===== config.mk =====
export PLATFORM = sky130hd
export DESIGN_NAME = pipeline_divider
export DESIGN_NICKNAME = d
export VERILOG_FILES = /design/src/rtl/pipe_pkg.sv /design/src/rtl/div_step.sv /design/src/rtl/pipeline_divider.sv
export SDC_FILE = /design/constraint.sdc
export NUM_CORES = 1
export LEC_CHECK = 0
export ABC_CLOCK_PERIOD_IN_PS = 6150
export CAP_MARGIN = 5
export CORE_MARGIN = 4
export CORE_UTILIZATION = 50
export CTS_BUF_LIST = sky130_fd_sc_hd__clkbuf_8 sky130_fd_sc_hd__clkbuf_16
export CTS_CLUSTER_SIZE = 14
export DETAILED_ROUTE_END_ITERATION = 7
export PLACE_DENSITY = 0.77
export SLEW_MARGIN = 20
export SYNTH_ARGS = -nofsm -noshare
export SYNTH_HDL_FRONTEND = slang
export SYNTH_SLANG_ARGS = --single-unit

===== constraint.sdc =====
create_clock -name clk -period 6.15 [get_ports clk]
set_input_delay 1.23 -clock clk [delete_from_list [all_inputs] [get_ports clk]]
set_output_delay 1.23 -clock clk [all_outputs]
set_load 0.01 [all_outputs]

===== src/rtl/pipe_pkg.sv =====
`default_nettype none
// ============================================================================
// Module      : pipe_pkg
// Description : Shared FSM encoding and width defaults for pipeline_divider.
// Revision    : 1.0 - initial release
// ============================================================================
package pipe_pkg;

    typedef enum logic [1:0] {
        IDLE = 2'd0,
        RUN  = 2'd1,
        DONE = 2'd2
    } state_t;

    localparam int PIPE_W     = 10;
    localparam int PIPE_CNT_W = $clog2(PIPE_W);

endpackage
`default_nettype wire


===== src/rtl/div_step.sv =====
`default_nettype none
// ============================================================================
// Module      : div_step
// Description : One combinational restoring-division step (shift, trial subtract).
// Revision    : 1.0 - initial release
// ============================================================================
module div_step #(
    parameter int W = 10
) (
    input  logic [W-1:0] i_rem,
    input  logic         i_dividend_bit,
    input  logic [W-1:0] i_divisor,
    output logic [W-1:0] o_rem,
    output logic         o_quot_bit
);

    logic [W:0] w_shifted;
    logic [W:0] w_diff;

    // Partial remainder is always below the divisor, so W+1 bits hold the sign.
    assign w_shifted  = {i_rem, i_dividend_bit};
    assign w_diff     = w_shifted - {1'b0, i_divisor};
    assign o_quot_bit = ~w_diff[W];
    assign o_rem      = o_quot_bit ? w_diff[W-1:0] : w_shifted[W-1:0];

endmodule
`default_nettype wire


===== src/rtl/pipeline_divider.sv =====
`default_nettype none
// ============================================================================
// Module      : pipeline_divider
// Description : Sequential restoring divider, one quotient bit per cycle.
//               Define PIPE_DIV_REM_EN to expose the remainder port.
// Revision    : 1.0 - initial release
// ============================================================================
module pipeline_divider
    import pipe_pkg::*;
#(
    parameter int W = PIPE_W
) (
    input  logic         clk,
    input  logic         rst,
    input  logic         in_valid,
    output logic         in_ready,
    input  logic [W-1:0] dividend,
    input  logic [W-1:0] divisor,
    output logic         out_valid,
    input  logic         out_ready,
    output logic [W-1:0] quot,
`ifdef PIPE_DIV_REM_EN
    output logic [W-1:0] rem,
`endif
    output logic         div_zero
);

    localparam int CNT_W = (W > 1) ? $clog2(W) : 1;

    state_t           r_state;
    state_t           w_state_next;
    logic [CNT_W-1:0] r_cnt;
    logic [W-1:0]     r_rem;
    logic [W-1:0]     r_quot;
    logic [W-1:0]     r_divisor;
    logic             r_div_zero;
    logic [W-1:0]     w_rem_next;
    logic             w_quot_bit;
    logic [W:0]       w_quot_shift;

    div_step #(.W(W)) u_div_step (
        .i_rem          (r_rem),
        .i_dividend_bit (r_quot[W-1]),
        .i_divisor      (r_divisor),
        .o_rem          (w_rem_next),
        .o_quot_bit     (w_quot_bit)
    );

    // r_quot starts as the dividend; its MSBs feed the step while quotient bits fill from the LSB.
    assign w_quot_shift = {r_quot, w_quot_bit};

    always_ff @(posedge clk) begin
        if (rst) begin
            r_state <= IDLE;
        end else begin
            r_state <= w_state_next;
        end
    end

    always_comb begin
        w_state_next = r_state;
        case (r_state)
            IDLE:    if (in_valid)       w_state_next = RUN;
            RUN:     if (r_cnt == '0)    w_state_next = DONE;
            DONE:    if (out_ready)      w_state_next = IDLE;
            default:                     w_state_next = IDLE;
        endcase
    end

    always_ff @(posedge clk) begin
        if (rst) begin
            r_cnt      <= '0;
            r_rem      <= '0;
            r_quot     <= '0;
            r_divisor  <= '0;
            r_div_zero <= 1'b0;
        end else begin
            case (r_state)
                IDLE: begin
                    if (in_valid) begin
                        r_quot     <= dividend;
                        r_divisor  <= divisor;
                        r_rem      <= '0;
                        r_cnt      <= CNT_W'(W - 1);
                        r_div_zero <= (divisor == '0);
                    end
                end
                RUN: begin
                    r_rem  <= w_rem_next;
                    r_quot <= w_quot_shift[W-1:0];
                    r_cnt  <= r_cnt - 1'b1;
                end
                default: ;
            endcase
        end
    end

    assign in_ready  = (r_state == IDLE);
    assign out_valid = (r_state == DONE);
    assign quot      = r_quot;
    assign div_zero  = r_div_zero;
`ifdef PIPE_DIV_REM_EN
    assign rem       = r_rem;
`endif

endmodule
`default_nettype wire


==> metrics.csv <==
metric,value,unit
die_h,70.8,µm
holdCritStartpoint,r_divisor[2]$_SDFFE_PP0P_,
multi_input_area,0.00111,mm²
status,"complete, no violations",
placed_cell_area,0.00235,mm²
rows,22,
synth-simple-area-share,18.0,%
worstHoldPathType,flop to flop,
instances_no_fill,324,
final_core_util,64.9,%
initial_core_util,52.7,%
ios,37,
setup_viol,0,
dr.first_iter.drc_count,53,
max_cap_violations,0,
drv_slew,0,
required,6310,ps
cts_root_buf,clkbuf_8,
r2r-start,quot[9]$_SDFFE_PP0P_,
synth_warnings,0,
grt_max_degree,31,
worstHoldEndpoint,r_divisor[2]$_SDFFE_PP0P_,
p_total,0.824,mW
dp.cells,317,
critPathMaxFanout,25,
yosys.area_share.xor_xnor,4.38,%
clkTransAtPathRegs,70,ps
peakVddDrop,194,µV
clkSinkCount,37,
drt_first_pass_iters,5,
ctsHoldBuffers,0,
rsz0062_at_grt,false,
synth.distinct_cells,41,
regToRegEndpoint,r_rem[1]$_SDFFE_PP0P_,
finalHoldViolCount,0,
synth_top_area_share,37.5,%
worstSetupPathType,input port to flop,
area_growth,23.2,%
synth_top_family_by_area,compound AO/OA/AOI/OAI gates,
reg2reg_slack,3580,ps
layout-drive-gt1-share,5.07,%
seq_area_frac_synth,37.5,%
cts_resized,0,
holdWs,457,ps
vias,1733,
post-place-ws,2900,ps
seqCellArea,741,µm²
fp.dieW,70.8,µm
first_global_vias,1626,
syn-instance-count,243,
grtUsageTotal,18.1,%
grt_first_pass_wirelength,7400,µm
fin_crit_sh,44.2,%
r2r_cells,10,
worstHoldPathCells,2,
layout_common_cells,"nand2_1 (43), dfxtp_1 (37), clkdlybuf4s50_1 (35), a21oi_1 (30), nor2_1 (18)",
viasPerCell,5.35,
antenna_found_initial,0,
dp_hpwl,3110,µm
n_antenna_cell,0,
synth-compound-area-share,20.9,%
layout.nets,313,
fillerInstances,343,
mostFrequentLayoutCell,nand2_1,
numCtsBuffers,5,
core_area,0.00374,mm²
cp-start-kind,input port,
relSlewSlack,45.7,%
die-area,0.00502,mm²
clk_latency,280,ps
io_buffers,36,
routed_wl,4220,µm
finClkSkew,2.88,ps
final_area,0.00243,mm²
synth.cell_area,0.00197,mm²
clockBufferDepth,2,
overflow,0,
final_antenna_net_count,0,
syn_nets,280,
synth_fa_ha_area_share,8.62,%
tns,0,ps
fmax,0.368,GHz
post_cts_buffers,0,
cts_tree,done,
fin_crit,2720,ps
worst_setup_path_end_kind,flop,
synthMuxAreaShare,4.57,%
cts.htree.levels,2,
gp_congestion,0.793,
synth-seq-cells,37,
powerDensity,339,mW/mm²
wl_per_cell,13.0,µm
arrival,2870,ps
p_leak,0.938,nW
synth_largest_area_cell,dfxtp_1,
timing.final.ws_setup,3430,ps
synth_area_leaders,"dfxtp_1 (38%), nand2_1 (8.2%), a21oi_1 (7.6%), ha_1 (7.6%), mux2i_1 (4.6%)",
drcViolationCount,0,
tightest_slew,811,ps
synth_area_per_cell,8.12,µm²
## flip-flops by register name (all words and copies together) (netlist names)
| name | count |
|---|---|
| r_cnt | 4 |
| quot | 10 |
| div_zero | 1 |
| r_divisor | 10 |
| r_rem | 10 |
| r_state | 2 |
## layer usage
layer / part of all wire [%] / global-route usage, % / vias to the layer above
met5: 0 / 0 / -
li1: - / - / 905
met1: 50 / 25.5 / 777
met2: 44 / 27.2 / 47
met4: 0.71 / 4.59 / 0
met3: 6.0 / 5.54 / 4
## synth_stat cells (all sizes together)
library cell	n
a32oi	1
inv	16
and2	1
xor2	2
o2bb2ai	1
nor3	3
mux2i	9
nand4	2
xnor2	7
o21bai	3
o21ai	11
nand2b	4
a2bb2oi	1
nand3	4
a211oi	1
a31oi	2
o211ai	1
a22oi	10
o221ai	1
dfxtp	37
nor2b	2
buf	5
o41ai	1
a311oi	1
a21oi	30
nand2	43
fa	1
ha	12
a22o	1
clkbuf	7
nor2	18
or3	1
a21o	1
nor4	3
## cell families after synthesis
family	after synthesis
and+or+nand+nor	81
AOI/OAI and AO/OA	66
DFF	37
buffers and inverters	28
adders and majority gates	13
xor gates and xnor gates	9
muxes	9
## critical path, cell delays in order
cell and delay (ps):
clkdlybuf4s50_1 420, and2_1 140, buf_4 210, nor2_1 610, nor2_1 80, a21oi_1 140
nor2_1 50
## power breakdown
| group | total [mW] | switching [mW] | internal (mW) |
|---|---|---|---|
| clock network | 0.165 | 0.0783 | 0.0871 |
| registers | 0.292 | 0.0227 | 0.269 |
| logic | 0.366 | 0.193 | 0.173 |
## area by class of cell
type,count,share of cell area [%]
clock inverter,1,0.154
sequential,37,30.5
multi-input combinational,178,45.8
timing repair buffer,38,15.2
inverter,16,2.47
tap,48,2.47
clock buffer,6,3.40
## worst max path at each step
stage	end	start	slack (ps)	depth (start not counted)
after global placement	r_rem[0]$_SDFFE_PP0P_	rst	2950	3
after floorplan	r_rem[2]$_SDFFE_PP0P_	quot[9]$_SDFFE_PP0P_	3990	11
after global routing	r_cnt[0]$_SDFFE_PP0P_	in_valid	3260	7
after detailed placement	r_rem[9]$_SDFFE_PP0P_	rst	2900	4
final	r_cnt[0]$_SDFFE_PP0P_	in_valid	3430	7
after CTS	r_rem[1]$_SDFFE_PP0P_	rst	3120	4
(Power assumes the default switching activity.)
